### src/rtl/mem_arbiter.sv
// ----------------------------------------------------------------------------
// mem_arbiter
//
// Shares one single-port synchronous memory between a CPU and a DMA engine.
// The CPU normally wins when both ask in the same cycle. The DMA engine
// counts how many cycles in a row it has been refused. Once that count
// reaches MAX_WAIT, the arbiter switches to DMA priority for exactly one
// cycle. Grants are combinational, so a winning request is serviced in the
// same cycle it is presented. Read data returns one cycle later and is
// routed to whichever requester owned that earlier read.
//
// Parameters
//   MAX_WAIT    consecutive DMA refusals before the DMA takes priority (1..15)
//
// Ports
//   clk         rising-edge clock
//   rst_n       asynchronous active-low reset
//   cpu_req     CPU access request (held until cpu_gnt)
//   cpu_we      CPU write (1) / read (0)
//   cpu_addr    CPU byte address
//   cpu_wdata   CPU write data
//   cpu_gnt     CPU request accepted this cycle
//   cpu_rvalid  CPU read data valid (one cycle after a granted CPU read)
//   cpu_rdata   CPU read data, zero when cpu_rvalid is low
//   dma_*       same meanings as the CPU ports, for the DMA engine
//   mem_addr    memory address, taken from the granted requester
//   mem_we      memory write enable, low whenever nothing is granted
//   mem_wdata   memory write data, taken from the granted requester
//   mem_rdata   memory read data, valid one cycle after the address
// ----------------------------------------------------------------------------
module mem_arbiter #(
    parameter int unsigned MAX_WAIT = 4
) (
    input  logic        clk,
    input  logic        rst_n,

    input  logic        cpu_req,
    input  logic        cpu_we,
    input  logic [31:0] cpu_addr,
    input  logic [31:0] cpu_wdata,
    output logic        cpu_gnt,
    output logic        cpu_rvalid,
    output logic [31:0] cpu_rdata,

    input  logic        dma_req,
    input  logic        dma_we,
    input  logic [31:0] dma_addr,
    input  logic [31:0] dma_wdata,
    output logic        dma_gnt,
    output logic        dma_rvalid,
    output logic [31:0] dma_rdata,

    output logic [31:0] mem_addr,
    output logic        mem_we,
    output logic [31:0] mem_wdata,
    input  logic [31:0] mem_rdata
);

    typedef enum logic [0:0] {
        CPU_PRI = 1'b0,
        DMA_PRI = 1'b1
    } pri_state_t;

    // The wait counter is 4 bits wide, so MAX_WAIT must stay within 1..15.
    localparam logic [3:0] WAIT_LIMIT = 4'(MAX_WAIT);

    pri_state_t  state;
    logic [3:0]  wait_cnt;
    logic [3:0]  wait_inc;
    logic        dma_refused;
    logic        rd_owner_cpu;
    logic        rd_owner_dma;

    // Arbitration. The DMA wins if it is alone, or if it has earned priority.
    // Everything else that asks goes to the CPU. Both grants are gated by
    // rst_n, so nothing reaches the memory while reset is held, even
    // between clock edges.
    always_comb begin
        cpu_gnt = 1'b0;
        dma_gnt = 1'b0;
        if (rst_n) begin
            if (dma_req && (state == DMA_PRI || !cpu_req)) begin
                dma_gnt = 1'b1;
            end else if (cpu_req) begin
                cpu_gnt = 1'b1;
            end
        end
    end

    // The memory command comes from whichever side won this cycle. The
    // address and write data only matter when a grant is issued, so the
    // mux can default to the CPU fields.
    always_comb begin
        mem_we    = (cpu_gnt & cpu_we) | (dma_gnt & dma_we);
        mem_addr  = dma_gnt ? dma_addr  : cpu_addr;
        mem_wdata = dma_gnt ? dma_wdata : cpu_wdata;
    end

    assign dma_refused = dma_req & ~dma_gnt;
    assign wait_inc    = wait_cnt + 4'd1;

    // Priority FSM, refusal counter and read-ownership flags.
    // - The counter tracks consecutive refusals and clears as soon as the
    //   DMA is served or stops asking.
    // - The switch to DMA_PRI happens on the edge where the counter reaches
    //   the limit. DMA_PRI always lasts a single cycle: either the DMA is
    //   granted or it has dropped its request. In both cases priority goes
    //   back to the CPU.
    // - The owner flags remember who issued the read being returned by the
    //   memory in the next cycle. Because they are cleared by reset, a read
    //   in flight when reset asserts is simply dropped.
    always_ff @(posedge clk or negedge rst_n) begin
        if (!rst_n) begin
            state        <= CPU_PRI;
            wait_cnt     <= 4'd0;
            rd_owner_cpu <= 1'b0;
            rd_owner_dma <= 1'b0;
        end else begin
            rd_owner_cpu <= cpu_gnt & ~cpu_we;
            rd_owner_dma <= dma_gnt & ~dma_we;

            if (dma_refused) begin
                wait_cnt <= wait_inc;
            end else begin
                wait_cnt <= 4'd0;
            end

            case (state)
                CPU_PRI: begin
                    if (dma_refused && wait_inc == WAIT_LIMIT) begin
                        state <= DMA_PRI;
                    end
                end
                DMA_PRI: begin
                    state <= CPU_PRI;
                end
                default: begin
                    state <= CPU_PRI;
                end
            endcase
        end
    end

    // The read response goes to the previous cycle's owner, regardless of
    // what is being granted now. The non-owner sees zero data.
    always_comb begin
        cpu_rvalid = rd_owner_cpu;
        dma_rvalid = rd_owner_dma;
        cpu_rdata  = rd_owner_cpu ? mem_rdata : 32'd0;
        dma_rdata  = rd_owner_dma ? mem_rdata : 32'd0;
    end

    // Structural sanity properties: one grant at most, and no memory write
    // without a grant behind it.
    a_one_grant: assert property (@(posedge clk) disable iff (!rst_n)
        !(cpu_gnt && dma_gnt));

    a_we_needs_gnt: assert property (@(posedge clk) disable iff (!rst_n)
        mem_we |-> (cpu_gnt || dma_gnt));

    a_single_owner: assert property (@(posedge clk) disable iff (!rst_n)
        !(rd_owner_cpu && rd_owner_dma));

endmodule

### config.mk
export PLATFORM = sky130hd
export DESIGN_NAME = mem_arbiter
export DESIGN_NICKNAME = d
export VERILOG_FILES = /design/src/rtl/mem_arbiter.sv
export SDC_FILE = /design/constraint.sdc
export NUM_CORES = 1
export LEC_CHECK = 0
export BUFFER_PORTS_ARGS = -buffer_cell sky130_fd_sc_hd__buf_2
export CORE_AREA = 2 2 117 119
export CTS_BUF_LIST = sky130_fd_sc_hd__clkbuf_8
export CTS_CLUSTER_SIZE = 28
export DETAILED_ROUTE_END_ITERATION = 10
export DIE_AREA = 0 0 119 121
export SLEW_MARGIN = 0
export SYNTH_ARGS = -nofsm -noshare
export SYNTH_HDL_FRONTEND = slang
export SYNTH_SLANG_ARGS = --single-unit
### constraint.sdc
create_clock -name clk -period 1.9 [get_ports clk]
set_clock_uncertainty 0.15 [all_clocks]
set_input_delay 0.19 -clock clk [delete_from_list [all_inputs] [get_ports clk]]
set_output_delay 0.19 -clock clk [all_outputs]
set_load 0.01 [all_outputs]
---- After elaboration in Yosys (flattened, before gate mapping) ----
Cells that the tools add are included.
cells by class
  reductions and logical operators ........ 4
  equal/unequal tests ..................... 1
  add/sub/neg operators ................... 1
  mux-type cells .......................... 12
  bitwise operators ....................... 10
operators with widths
  cell                                                                   number
  32-bit 2-to-1 mux                                                      4
  1-bit 2-to-1 mux                                                       6
  1-bit bitwise AND                                                      5
  4-bit by 1-bit adder with 4-bit output, second input constant          1
  4-bit by 3-bit equality test with 1-bit output, second input constant  1
  4-bit 2-to-1 mux                                                       1
  1-bit inverter                                                         4
  1-bit logical AND                                                      2
  1-bit one-hot mux with 2 select lines                                  1
  1-bit zero test                                                        1
  1-bit logical OR                                                       1
  1-bit bitwise OR                                                       1
storage, ports and cells
  word-level logic and storage cells ...... 32
  register bits ........................... 7
  output and inout port bits .............. 133
  bits of input ports ..................... 166

---- Longest topological paths before layout ----
  depth after elaboration ................. 10
  depth in mapped cells ................... 6
  mapped depth without buffers ............ 3

---- Worst setup path after synthesis ----
No wires, ideal clock.
  kind .................................... reg2out
  start point ............................. register state
  end point ............................... output port mem_wdata[10]
  data required time ...................... 1.560 ns
  path buffers ............................ 3
  cell stages (with the launch flop) ...... 7
  arrival time ............................ 1.384 ns
  slack ................................... 0.176 ns
  cells stage by stage .................... dfrtp_1 > nand2b_1 > and3_1 > clkbuf_2 > buf_6 > buf_6 > mux2_4
between the ends
  longest elaborated chain between the ends .. 5
RTL lines
  element                 line  source
  start, declared         67    pri_state_t state;
  start signal, assigned  114   state <= CPU_PRI;
  start signal, assigned  131   state <= DMA_PRI;
  start signal, assigned  135   state <= CPU_PRI;
  1-bit logical OR        82    if (dma_req && (state == DMA_PRI || !cpu_req)) begin
  1-bit logical AND       82
  1-bit 2-to-1 mux        82
  1-bit 2-to-1 mux        81    if (rst_n) begin
  32-bit 2-to-1 mux       96    mem_wdata = dma_gnt ? dma_wdata : cpu_wdata;
  end, declared           55    output logic [31:0] mem_wdata,
Every way passes these cells.

---- Worst setup path in the final report ----
  start point ............................. register state
  end point ............................... output port mem_wdata[12]
The elaborated chain is that of the path after synthesis.

==> impl_metrics.json <==
{
  "run_status": "finished, violations left",
  "violations": "negative setup slack",
  "share_of_the_synthesized_area_in_compound_gates_ao_oa_aoi_oai_pct": 1.795,
  "floorplan.die.width_um": 119,
  "maxCapViolCount": 0,
  "worst-setup-path-type": "flop to output port",
  "slew_headroom_pct": 77.95,
  "crit_path_launch_type": "flop",
  "floorplan.initialDensity_pct": 12.25,
  "critical_path.endpoint_type": "output port",
  "min_path_type": "input pin to flop",
  "cts-root-buf": "sky130_fd_sc_hd__clkbuf_8",
  "cts_made_buffers": 3,
  "period_share_pct": 103.7,
  "slew_viol_final": 0,
  "ys_seq_area_share_pct": 10.93,
  "clock_sink_count": 7,
  "grt_pass1_wl_um": 12030,
  "vdd_drop_max_v": 0.0002358,
  "syn2layout_area_growth_pct": 151.4,
  "ys_warn_count": 0,
  "finalWorstSetupSlack_ps": -69.90,
  "yosysUniqueCellTypes": 21,
  "synth_area_leaders": "sky130_fd_sc_hd__mux2_2 26%, sky130_fd_sc_hd__mux2_4 25%, sky130_fd_sc_hd__and2_1 25%",
  "synth-xor-area-share_pct": 0.5464,
  "syn_nets": 335,
  "row_count": 42,
  "p_leak_nw": 2.331,
  "syn_avg_cell_area_um2": 9.540,
  "drcViolationCount": 0,
  "number_of_global_route_vias_before_repair": 2360,
  "critPathRequiredTime_ps": 1560,
  "ys.flop_type": "sky130_fd_sc_hd__dfrtp_1",
  "post_dp_cell_area_um2": 3339,
  "first_iter_violations": 33,
  "postRouteWirelength_um": 8795,
  "clock.fmax_mhz": 507.6,
  "final_net_count": 642,
  "grt_setup_unrepaired": "yes",
  "ys_seq_elements": 7,
  "ys_async_sr_fraction_pct": 100.0,
  "dominant_combinational_cell_family_by_area_after_synthesis": "multiplexers",
  "yosysMostFrequentCell": "sky130_fd_sc_hd__and2_1",
  "synth_top_cell_by_area": "sky130_fd_sc_hd__mux2_2",
  "syn_area_um2": 1603,
  "dp_hpwl_um": 6766,
  "ys_top_cells_by_count": "64 x sky130_fd_sc_hd__and2_1, 37 x sky130_fd_sc_hd__mux2_2, 27 x sky130_fd_sc_hd__mux2_4, 7 x sky130_fd_sc_hd__dfrtp_1, 6 x sky130_fd_sc_hd__clkbuf_1",
  "die_area_um2": 14400,
  "clk_pin_slew_worst_paths_ps": 40,
  "final_critical_path_required_period_ps": 1970,
  "data_arrival_time_of_the_critical_path_ps": 1630,
  "final_hold_viol_count": 0,
  "grt_overflow_total": 0,
  "viasPerCell": 3.774,
  "synth_top_area_share_pct": 26.00,
  "synthMuxAreaShare_pct": 51.29,
  "worst_skew_pair.late_latency_ps": 230,
  "post_synth_and_or_nand_nor_area_fraction_pct": 28.96,
  "route.detailed.wl_per_inst_um": 13.53,
  "die-height_um": 121,
  "timing.reg2reg.setup_slack_ps": 490,
  "grt_max_degree": 34,
  "routabilityCongestion": 0.7813,
  "transition_time_of_the_tightest_slew_check_pin_ps": 329.6,
  "ios": 299,
  "pwr_density_cell_nw_per_um2": 292.1,
  "core_um2": 13090,
  "clock_path_buffers": 2,
  "synth_edf_count": 0,
  "fin_worst_hold_slack_ps": 215.2,
  "syn-instance-count": 168,
  "tritoncts": "yes",
  "final_core_utilization_pct": 30.80,
  "total_vias_in_the_final_route": 2453,
  "firstDrtPassIters": 4,
  "n_antenna_cell": 0,
  "area_share_of_fa_ha_maj_cells_after_synthesis_pct": 0.7806,
  "grt_antenna_before_repair": 0,
  "layout.cell_area.non_filler_um2": 4030,
  "placement.io_buffers": 298,
  "finalSetupViolations": 54,
  "ant_nets": 0,
  "global_route_usage_over_all_layers_pct": 10.55,
  "share_of_post_route_cells_with_drive_strength_above_1_pct": 80.80,
  "cts.htree.levels": 1,
  "worstPathMaxFanout": 10
}
per-layer routing:
layer  vias up  share of wire [%]  global-route usage (%)
met4         0               0.88                   1.637
met2       180                 54                   21.34
met1      1089                 35                   10.73
met5         -                  0                       0
li1       1180                  -                       -
met3         4                 11                   3.102
kinds of logic after synthesis:
family | Yosys count
AOI/OAI and AO/OA | 4
and+or+nand+nor | 76
buffers and inverters | 15
muxes | 64
xor gates and xnor gates | 1
adders and majority gates | 1
DFF | 7
placed cells by master (no fill, tap or decap):
cell                            Yosys  final
sky130_fd_sc_hd__nand2b_4           0      1
sky130_fd_sc_hd__buf_2              3    234
sky130_fd_sc_hd__dfrtp_1            7      7
sky130_fd_sc_hd__a21bo_2            1      1
sky130_fd_sc_hd__a21oi_1            2      2
sky130_fd_sc_hd__mux2_2            37      2
sky130_fd_sc_hd__ha_1               1      1
sky130_fd_sc_hd__nor2_1             3      3
sky130_fd_sc_hd__a22o_1             1      1
sky130_fd_sc_hd__buf_4              0      5
sky130_fd_sc_hd__and2_1            64     64
sky130_fd_sc_hd__xor2_1             1      1
sky130_fd_sc_hd__dlygate4sd3_1      0      3
sky130_fd_sc_hd__and3_4             0      2
sky130_fd_sc_hd__buf_12             0      2
sky130_fd_sc_hd__nand2b_1           3      2
sky130_fd_sc_hd__nand2_1            1      1
sky130_fd_sc_hd__nor2b_1            2      2
sky130_fd_sc_hd__inv_1              1      2
sky130_fd_sc_hd__mux2_4            27     62
sky130_fd_sc_hd__nand3_1            1      1
sky130_fd_sc_hd__nor4_1             1      1
sky130_fd_sc_hd__buf_6              4     70
sky130_fd_sc_hd__clkbuf_8           0      3
sky130_fd_sc_hd__buf_16             0      1
per-stage QoR:
step	setup TNS [ps]	cells	power (mW)	worst slack (ps)
6_report	-2243	650	1.177	-69.90
5_1_grt	-6821	650	1.250	-135.2
4_1_cts	-3550	650	1.170	-86.99
3_5_place_dp	0	639	0.7714	86.84
3_3_place_gp	0	639	0.7687	120.7
2_1_floorplan	0	168	0.4385	176.4
critical path, stage by stage, from the launching register on:
cell	delay [ps]
sky130_fd_sc_hd__dfrtp_1	340
sky130_fd_sc_hd__nand2b_4	150
sky130_fd_sc_hd__and3_4	290
sky130_fd_sc_hd__buf_16	170
sky130_fd_sc_hd__mux2_4	310
sky130_fd_sc_hd__buf_6	130
where the power goes:
part	switching [mW]	total (mW)	internal [mW]
Combinational	0.307	0.816	0.509
Clock	0.0635	0.203	0.140
Sequential	0.00311	0.158	0.155
Total	0.373	1.18	0.804
flip-flops by register name, indices dropped and copies added (netlist names):
name / cells
wait_cnt: 4
cpu_rvalid: 1
state: 1
dma_rvalid: 1
path summary, 6_finish.rpt:
path                                   from            end  cells past startpoint
worst max-delay path                  state  mem_wdata[12]                      5
worst min-delay path                cpu_req     cpu_rvalid                      4
worst max register to register        state     dma_rvalid                      5
worst min register to register  wait_cnt[3]          state                      1
max in group asynchronous             rst_n          state                      3
min in group asynchronous             rst_n    wait_cnt[2]                      3
layout make-up:
cell class                 count  area (um2)
clock buffer                   3       41.29
clock inverter                 1       3.754
fill                        1367        9055
inverter                       1       3.754
multi-input combinational    147        1491
sequential                     7       175.2
tap                          176       220.2
timing repair buffer         315        2095
repair_timing:
| action | CTS | global route |
|---|---|---|
| endpoints found under the setup margin | 65 | 65 |
| hold endpoints to repair | 9 | 0 |
| gates cloned | 2 | 0 |
| resized for setup | 104 | 8 |
| pin swaps | 1 | 1 |
| buffers inserted | 2 | 0 |
| hold buffers | 3 | 0 |
No activity file was read; power rests on OpenSTA's default activity.
